[src/rtl/bin2seg_conv.sv]
// Sequential binary to seven-segment converter. Double-dabble runs one bit per clock behind a
// start/done handshake and adds leading-zero blanking and an overflow dash display.
module bin2seg_conv #(
   parameter int unsigned BIN_W          = 6,
   parameter int unsigned DIGITS         = 2,
   parameter bit          SEG_ACTIVE_LOW = 1'b1,
   parameter bit          LEAD_BLANK     = 1'b0
) (
   input  logic                clk,
   input  logic                rst,
   input  logic                start,
   input  logic [BIN_W-1:0]    bin_val,
   output logic                busy,
   output logic                done,
   output logic [4*DIGITS-1:0] bcd,
   output logic [7*DIGITS-1:0] seg,
   output logic                overflow
);
   localparam int unsigned CNT_W    = $clog2(BIN_W + 1);
   localparam int unsigned ACC_W    = 4 * DIGITS;
   localparam logic [6:0]  SEG_OFF  = SEG_ACTIVE_LOW ? 7'h7f : 7'h00;
   localparam logic [6:0]  SEG_DASH = SEG_ACTIVE_LOW ? 7'h3f : 7'h40;

   typedef enum logic [1:0] {StIdle, StShift, StUpdate} state_t;

   state_t              r_state;
   state_t              w_state_next;
   logic [BIN_W-1:0]    r_bin;
   logic [ACC_W-1:0]    r_acc;
   logic [ACC_W-1:0]    w_acc_adj;
   logic [ACC_W-1:0]    w_acc_shift;
   logic                w_carry;
   logic [CNT_W-1:0]    r_cnt;
   logic                r_ovf_sticky;
   logic [ACC_W-1:0]    r_bcd;
   logic [7*DIGITS-1:0] r_seg;
   logic [7*DIGITS-1:0] w_seg;
   logic                r_ovf;
   logic                r_done;
   logic                w_upper_zero;
   logic [3:0]          w_digit;
   logic [6:0]          w_pat;

   // Active-low gfedcba pattern for one decimal digit.
   function automatic logic [6:0] f_seg_al(input logic [3:0] d);
      logic [6:0] p;
      unique case (d)
         4'd0:    p = 7'b1000000;
         4'd1:    p = 7'b1111001;
         4'd2:    p = 7'b0100100;
         4'd3:    p = 7'b0110000;
         4'd4:    p = 7'b0011001;
         4'd5:    p = 7'b0010010;
         4'd6:    p = 7'b0000010;
         4'd7:    p = 7'b1111000;
         4'd8:    p = 7'b0000000;
         4'd9:    p = 7'b0010000;
         default: p = 7'b1111111;
      endcase
      return p;
   endfunction

   always_comb begin
      w_state_next = r_state;
      unique case (r_state)
         StIdle:   if (start) w_state_next = StShift;
         StShift:  if (r_cnt == CNT_W'(1)) w_state_next = StUpdate;
         StUpdate: w_state_next = StIdle;
         default:  w_state_next = StIdle;
      endcase
   end

   // Add-3 correction keeps every digit in 0..9 after the shift; the top digit's
   // carry-out counts multiples of 10^DIGITS and is what flags overflow.
   always_comb begin
      w_acc_adj = r_acc;
      for (int k = 0; k < int'(DIGITS); k++) begin
         if (r_acc[4*k +: 4] >= 4'd5) w_acc_adj[4*k +: 4] = r_acc[4*k +: 4] + 4'd3;
      end
   end

   assign w_acc_shift = {w_acc_adj[ACC_W-2:0], r_bin[BIN_W-1]};
   assign w_carry     = w_acc_adj[ACC_W-1];

   always_comb begin
      w_seg        = '0;
      w_upper_zero = 1'b1;
      w_digit      = '0;
      w_pat        = '0;
      for (int k = int'(DIGITS) - 1; k >= 0; k--) begin
         w_digit = r_acc[4*k +: 4];
         if (r_ovf_sticky) begin
            w_pat = SEG_DASH;
         end else if (LEAD_BLANK && (k != 0) && w_upper_zero && (w_digit == 4'd0)) begin
            w_pat = SEG_OFF;
         end else begin
            w_pat = SEG_ACTIVE_LOW ? f_seg_al(w_digit) : ~f_seg_al(w_digit);
         end
         if (w_digit != 4'd0) w_upper_zero = 1'b0;
         w_seg[7*k +: 7] = w_pat;
      end
   end

   always_ff @(posedge clk or posedge rst) begin
      if (rst) begin
         r_state <= StIdle;
      end else begin
         r_state <= w_state_next;
      end
   end

   always_ff @(posedge clk or posedge rst) begin
      if (rst) begin
         r_bin        <= '0;
         r_acc        <= '0;
         r_cnt        <= '0;
         r_ovf_sticky <= 1'b0;
         r_bcd        <= '0;
         r_seg        <= {DIGITS{SEG_OFF}};
         r_ovf        <= 1'b0;
         r_done       <= 1'b0;
      end else begin
         r_done <= 1'b0;
         unique case (r_state)
            StIdle: begin
               if (start) begin
                  r_bin        <= bin_val;
                  r_acc        <= '0;
                  r_cnt        <= CNT_W'(BIN_W);
                  r_ovf_sticky <= 1'b0;
               end
            end
            StShift: begin
               r_acc <= w_acc_shift;
               r_bin <= r_bin << 1;
               r_cnt <= r_cnt - CNT_W'(1);
               if (w_carry) r_ovf_sticky <= 1'b1;
            end
            StUpdate: begin
               r_bcd  <= r_acc;
               r_seg  <= w_seg;
               r_ovf  <= r_ovf_sticky;
               r_done <= 1'b1;
            end
            default: ;
         endcase
      end
   end

   assign busy     = (r_state != StIdle);
   assign done     = r_done;
   assign bcd      = r_bcd;
   assign seg      = r_seg;
   assign overflow = r_ovf;

endmodule

[config.mk]
export PLATFORM = sky130hd
export DESIGN_NAME = bin2seg_conv
export DESIGN_NICKNAME = d
export VERILOG_FILES = /design/src/rtl/bin2seg_conv.sv
export SDC_FILE = /design/constraint.sdc
export NUM_CORES = 1
export LEC_CHECK = 0
export ABC_CLOCK_PERIOD_IN_PS = 4900
export CORE_MARGIN = 3
export CORE_UTILIZATION = 25
export DETAILED_ROUTE_END_ITERATION = 16
export PLACE_DENSITY = 0.5
export RECOVER_POWER = 25
export SLEW_MARGIN = 20
export SYNTH_ARGS = -nofsm -noshare
export SYNTH_HDL_FRONTEND = slang
export SYNTH_SLANG_ARGS = --single-unit
[constraint.sdc]
create_clock -name clk -period 4.9 [get_ports clk]
set_clock_uncertainty 0.15 [all_clocks]
set_input_delay 0.98 -clock clk [delete_from_list [all_inputs] [get_ports clk]]
set_output_delay 0.98 -clock clk [all_outputs]
set_load 0.01 [all_outputs]
## Word-level counts from Yosys, hierarchy flattened

Memories as Yosys holds them, arrays and structs flattened.
Index checks and enable logic that the tools add are counted.

- Output and inout port bits: 25
- Logic and storage cells: 45
- Register bits: 44
- Bits in read-only memories: 224
- Memories: 2

Memory list:

| memory | depth | width | rd ports | clocked after Yosys merged registers in | wr ports | RTL line | source |
|---|---|---|---|---|---|---|---|
| (name not given) | 16 | 7 | 1 | 0 | 0 | 47 | `unique case (d)` |
| (name not given) | 16 | 7 | 1 | 0 | 0 | 47 |  |

- Reductions and logical operators: 6
- Add/subtract/negate cells: 3
- Eq/ne operators: 6
- $lt $le $gt $ge: 2
- Muxes and demuxes: 17

Operators with widths:

| operator | number |
|---|---|
| $pmux 8 s2 | 1 |
| $mux 7 | 2 |
| $pmux 6 s2 | 1 |
| $add 4x2->4 const B | 2 |
| $ge 4x3->1 const B | 2 |
| $mux 4 | 2 |
| $mux 8 | 1 |
| $mux 6 | 1 |
| $ne 2x2->1 const B | 3 |
| $pmux 3 s2 | 1 |
| $mux 2 | 2 |
| $pmux 2 s2 | 1 |
| $reduce_and 2->1 | 2 |
| $reduce_bool 2->1 | 2 |
| $eq 3x1->1 const B | 1 |
| $mux 1 | 3 |
| $mux 3 | 1 |
| $reduce_and 3->1 | 1 |
| $sub 3x1->3 const B | 1 |
| $eq 2x1->1 const B | 1 |
| $eq 2x2->1 const B | 1 |
| $logic_not 2->1 | 1 |
| $pmux 1 s2 | 1 |

## Depth between registers and ports, before layout

- Depth after elaboration: 4
- Mapped depth: 6
- Gate-level depth less buffers: 6

## Worst setup path after synthesis

OpenSTA, ideal clock, no wires.

- Path type: in2reg
- Start: input start
- End: register r_acc[2]
- Setup time: 0.104 ns
- Stages: 3
- Path slack: 3.162 ns
- Required time: 4.646 ns
- Arrival time: 1.485 ns
- Cell sequence: and3_1 buf_2 o311ai_1

- Word-level cells in the longest chain between the ends: 2

Ends and longest elaborated chain:

| element | RTL line | source |
|---|---|---|
| from (decl) | 11 | `input logic start,` |
| $ne 2x2->1 (no source line) | n/a |  |
| $reduce_and 2->1 (no source line) | n/a |  |
| to (signal assigned) | 134 | `r_acc <= w_acc_shift;` |
| to (decl) | 29 | `logic [ACC_W-1:0] r_acc;` |

No other way between the ends.
A chain may end at the register's enable or synchronous reset.

## Worst setup path in the final report

- Start: register r_state[0]
- End: output busy

- Word-level cells in the longest chain between the ends: 1

Ends and longest elaborated chain:

| element | RTL line | source |
|---|---|---|
| from (decl) | 26 | `state_t r_state;` |
| from (signal assigned) | 106 | `r_state <= StIdle;` |
| from (signal assigned) | 108 | `r_state <= w_state_next;` |
| $reduce_bool 2->1 | 150 | `assign busy = (r_state != StIdle);` |
| to (decl) | 13 | `output logic busy,` |

No other way between the ends.

==> run metrics <==
IO Count=34; HPWL Detailed=3200 um; Power Density=664 nW/um^2; Synth Area in Simple Gates=approximately 16%; min-delay src=bcd[3]; hold-critical path depth=2; status=finished clean; pin count of the biggest net entering global routing=between 40 and 50; Leakage=1.16 nW; worst skew pair latency=about 0.30 ns; DR vias/cell=4.55; Synth Warn #=0; P&R area growth vs syn=21.7%; # H-tree levels=2; Hold Crit Endpoint=bcd[3]; post-synthesis xor/xnor area fraction=under 10%; starting density of the core=a little over a quarter; Async S/R FF share, synth=between 90% and 100%; largest family of logic cells by synthesized area=compound AO/OA/AOI/OAI gates; Buffers on Ports=33; post-CTS setup buffers=0; cts hold-fix bufs=0; grt ovf=0; initial antenna violation count=0; crit share post-route=a little over half; Die Y-Extent=roughly 100 um; Root Driver=clkbuf_8; first-pass GRT wire length=~7700 um; post-synthesis adder-cell area fraction=under 10%; portion of netlist area occupied by mux cells=less than 1%; Clock Pin Slew Worst Setup and Hold Paths=0.09 ns; Sink Count=44; DRC Markers=0; crit path capture type=output pin; CP Class=register to output pin; Antenna Violating Nets Remaining=0; first drt pass iteration count=4; fin crit period=2.56 ns; max-cap violations=0; fin nets=about 280; # fillers=a little under 900; worst reg2reg path endpoint=seg[0]; Routed WL=4510 um; CTS tree=built; Most used DFF post-synth=dfrtp_1; GRT Total Usage=9.56%; syn_area_per_cell=roughly 9.4 um^2; Synth Register Bits=44; worst hold path type=register to register; die area=between 10000 and 15000 um^2; Final setup viols=0; placer congestion estimate=roughly 0.76; setup TNS=0 ns; WL per Instance=12.2 um; sequential element share of the synthesized area=50.6%; CP Max Fanout=6; Die Span X=~100 um; layout cells sized above 1=10.6%; Critical Path RT=around 3.8 ns; register-to-register setup slack=roughly 2.5 ns; via count=about 1700; vias in the first global route=about 1600; Final Worst Setup Slack=~2.3 ns; Synth Cell Area=about 2200 um^2; setup slack at placement=roughly 2.3 ns; r2r worst-path depth=4; cell count after synthesis=about 240; Compound-Gate Fraction of Synth Area=between 10% and 20%; Rel. slew slack=between 30% and 40%; Hold Vio Cnt, Final=0; EDFF count, synth=0; Max Freq=between 300 and 400 MHz; Pwr Total=roughly 1.8 mW; Netlist cell types=37; CTS Buf Count=5; syn_nets=around 260; critical path data arrival time=1.43 ns; Rows=33; worst setup path start=r_state[0]; cts repair resizes=0; Slew Viols, Final=0; initial drt markers=~110; Slew @ Worst Pin=between 1 and 1.5 ns; Clock Path Buffers=2; RSZ-0062 raised after global routing=false; Core ar.=around 8400 um^2; Worst VDD drop=roughly 210 uV; RR Startpoint=r_state[0]; startpoint types=register; antenna cells=0
-- power by group --
part	total (mW)	switching, mW	internal [mW]
clock network	0.227	0.127	0.0995
logic	0.827	0.415	0.412
registers	0.734	0.167	0.566
-- state kept, by name, summed over array words and instances (netlist names) --
name	flops
seg	14
r_bin	6
r_cnt	3
r_ovf_sticky	1
overflow	1
done	1
r_acc	8
bcd	8
r_state	2
-- how the worst max path moves through the flow --
stage                          end  slack (ns)  cells past startpoint
final                         busy        2.34                      3
after global routing        seg[1]        2.22                      4
after CTS                     busy        2.33                      3
after detailed placement  r_acc[5]        2.31                      4
after global placement    r_acc[4]        2.35                      4
after floorplan             bcd[0]        2.76                      1
-- critical path: stages (launching register included) --
cell,delay (ns)
dfrtp_1,0.42
inv_1,0.11
nand2_1,0.08
clkdlybuf4s50_1,0.53
-- cell usage in the layout, fill, tap and decap left out, drive strengths merged, types with 2 or more instances in the layout --
master and n:
o21a 2, o22a 5, nand3 10, o311ai 5
clkinv 4, dfrtp 30, or3 2, ha 12
a21oi 14, mux2i 2, xnor2 3, nor2b 2
nor3 3, and3 5, o21ai 24, nand2 38
clkbuf 5, a31oi 6, o211ai 2, inv 13
dfstp 14, nand2b 2, nor2 19, clkdlybuf4s50 32
-- metal layers --
| layer | share of wire [%] | vias to the layer above | global-route usage, % |
|---|---|---|---|
| met5 | 0 | - | 0 |
| met4 | 1.2 | 0 | 2.80 |
| met3 | 5.7 | 6 | 2.36 |
| met2 | 40 | 39 | 14.0 |
| met1 | 53 | 767 | 14.0 |
| li1 | - | 868 | - |
-- cell type report --
class / instances / area [um^2] / share of cell area [%]
clock buffer: 5 / 68.8 / 2.56
clock inverter: 3 / 18.8 / 0.697
inverter: 14 / 52.6 / 1.95
multi-input combinational: 164 / 963 / 35.8
sequential: 44 / 1120 / 41.6
tap: 105 / 131 / 4.88
timing repair buffer: 34 / 338 / 12.6
-- cells by family after synthesis --
kind of cell,count (synthesis)
and+or+nand+nor,82
xor gates and xnor gates,3
buffers and inverters,27
adders and majority gates,12
AOI/OAI and AO/OA,65
DFF,44
muxes,2
-- Yosys cell counts (5+ instances only) --
library cell	count	area, um^2
a21oi_1	14	70.1
a31oi_1	6	37.5
and3_1	5	31.3
buf_2	8	40.0
dfrtp_1	30	751
dfstp_2	14	368
ha_1	12	150
inv_1	12	45.0
nand2_1	38	143
nand3_1	10	50.1
nor2_1	18	67.6
o21ai_0	23	115
o22a_1	5	43.8
o311ai_1	5	43.8
-- per-stage QoR --
step	instances	hold slack (ns)	cell area [um^2]	utilization [%]
final	369	0.330	2690	32.1
after global routing	369	0.355	2690	32.1
after CTS	369	0.340	2690	32.1
after detailed placement	361	0.317	2610	31.1
after global placement	361	0.316	2610	31.1
after floorplan	235	0.298	2210	-
Power figures use the tool's default switching activity.
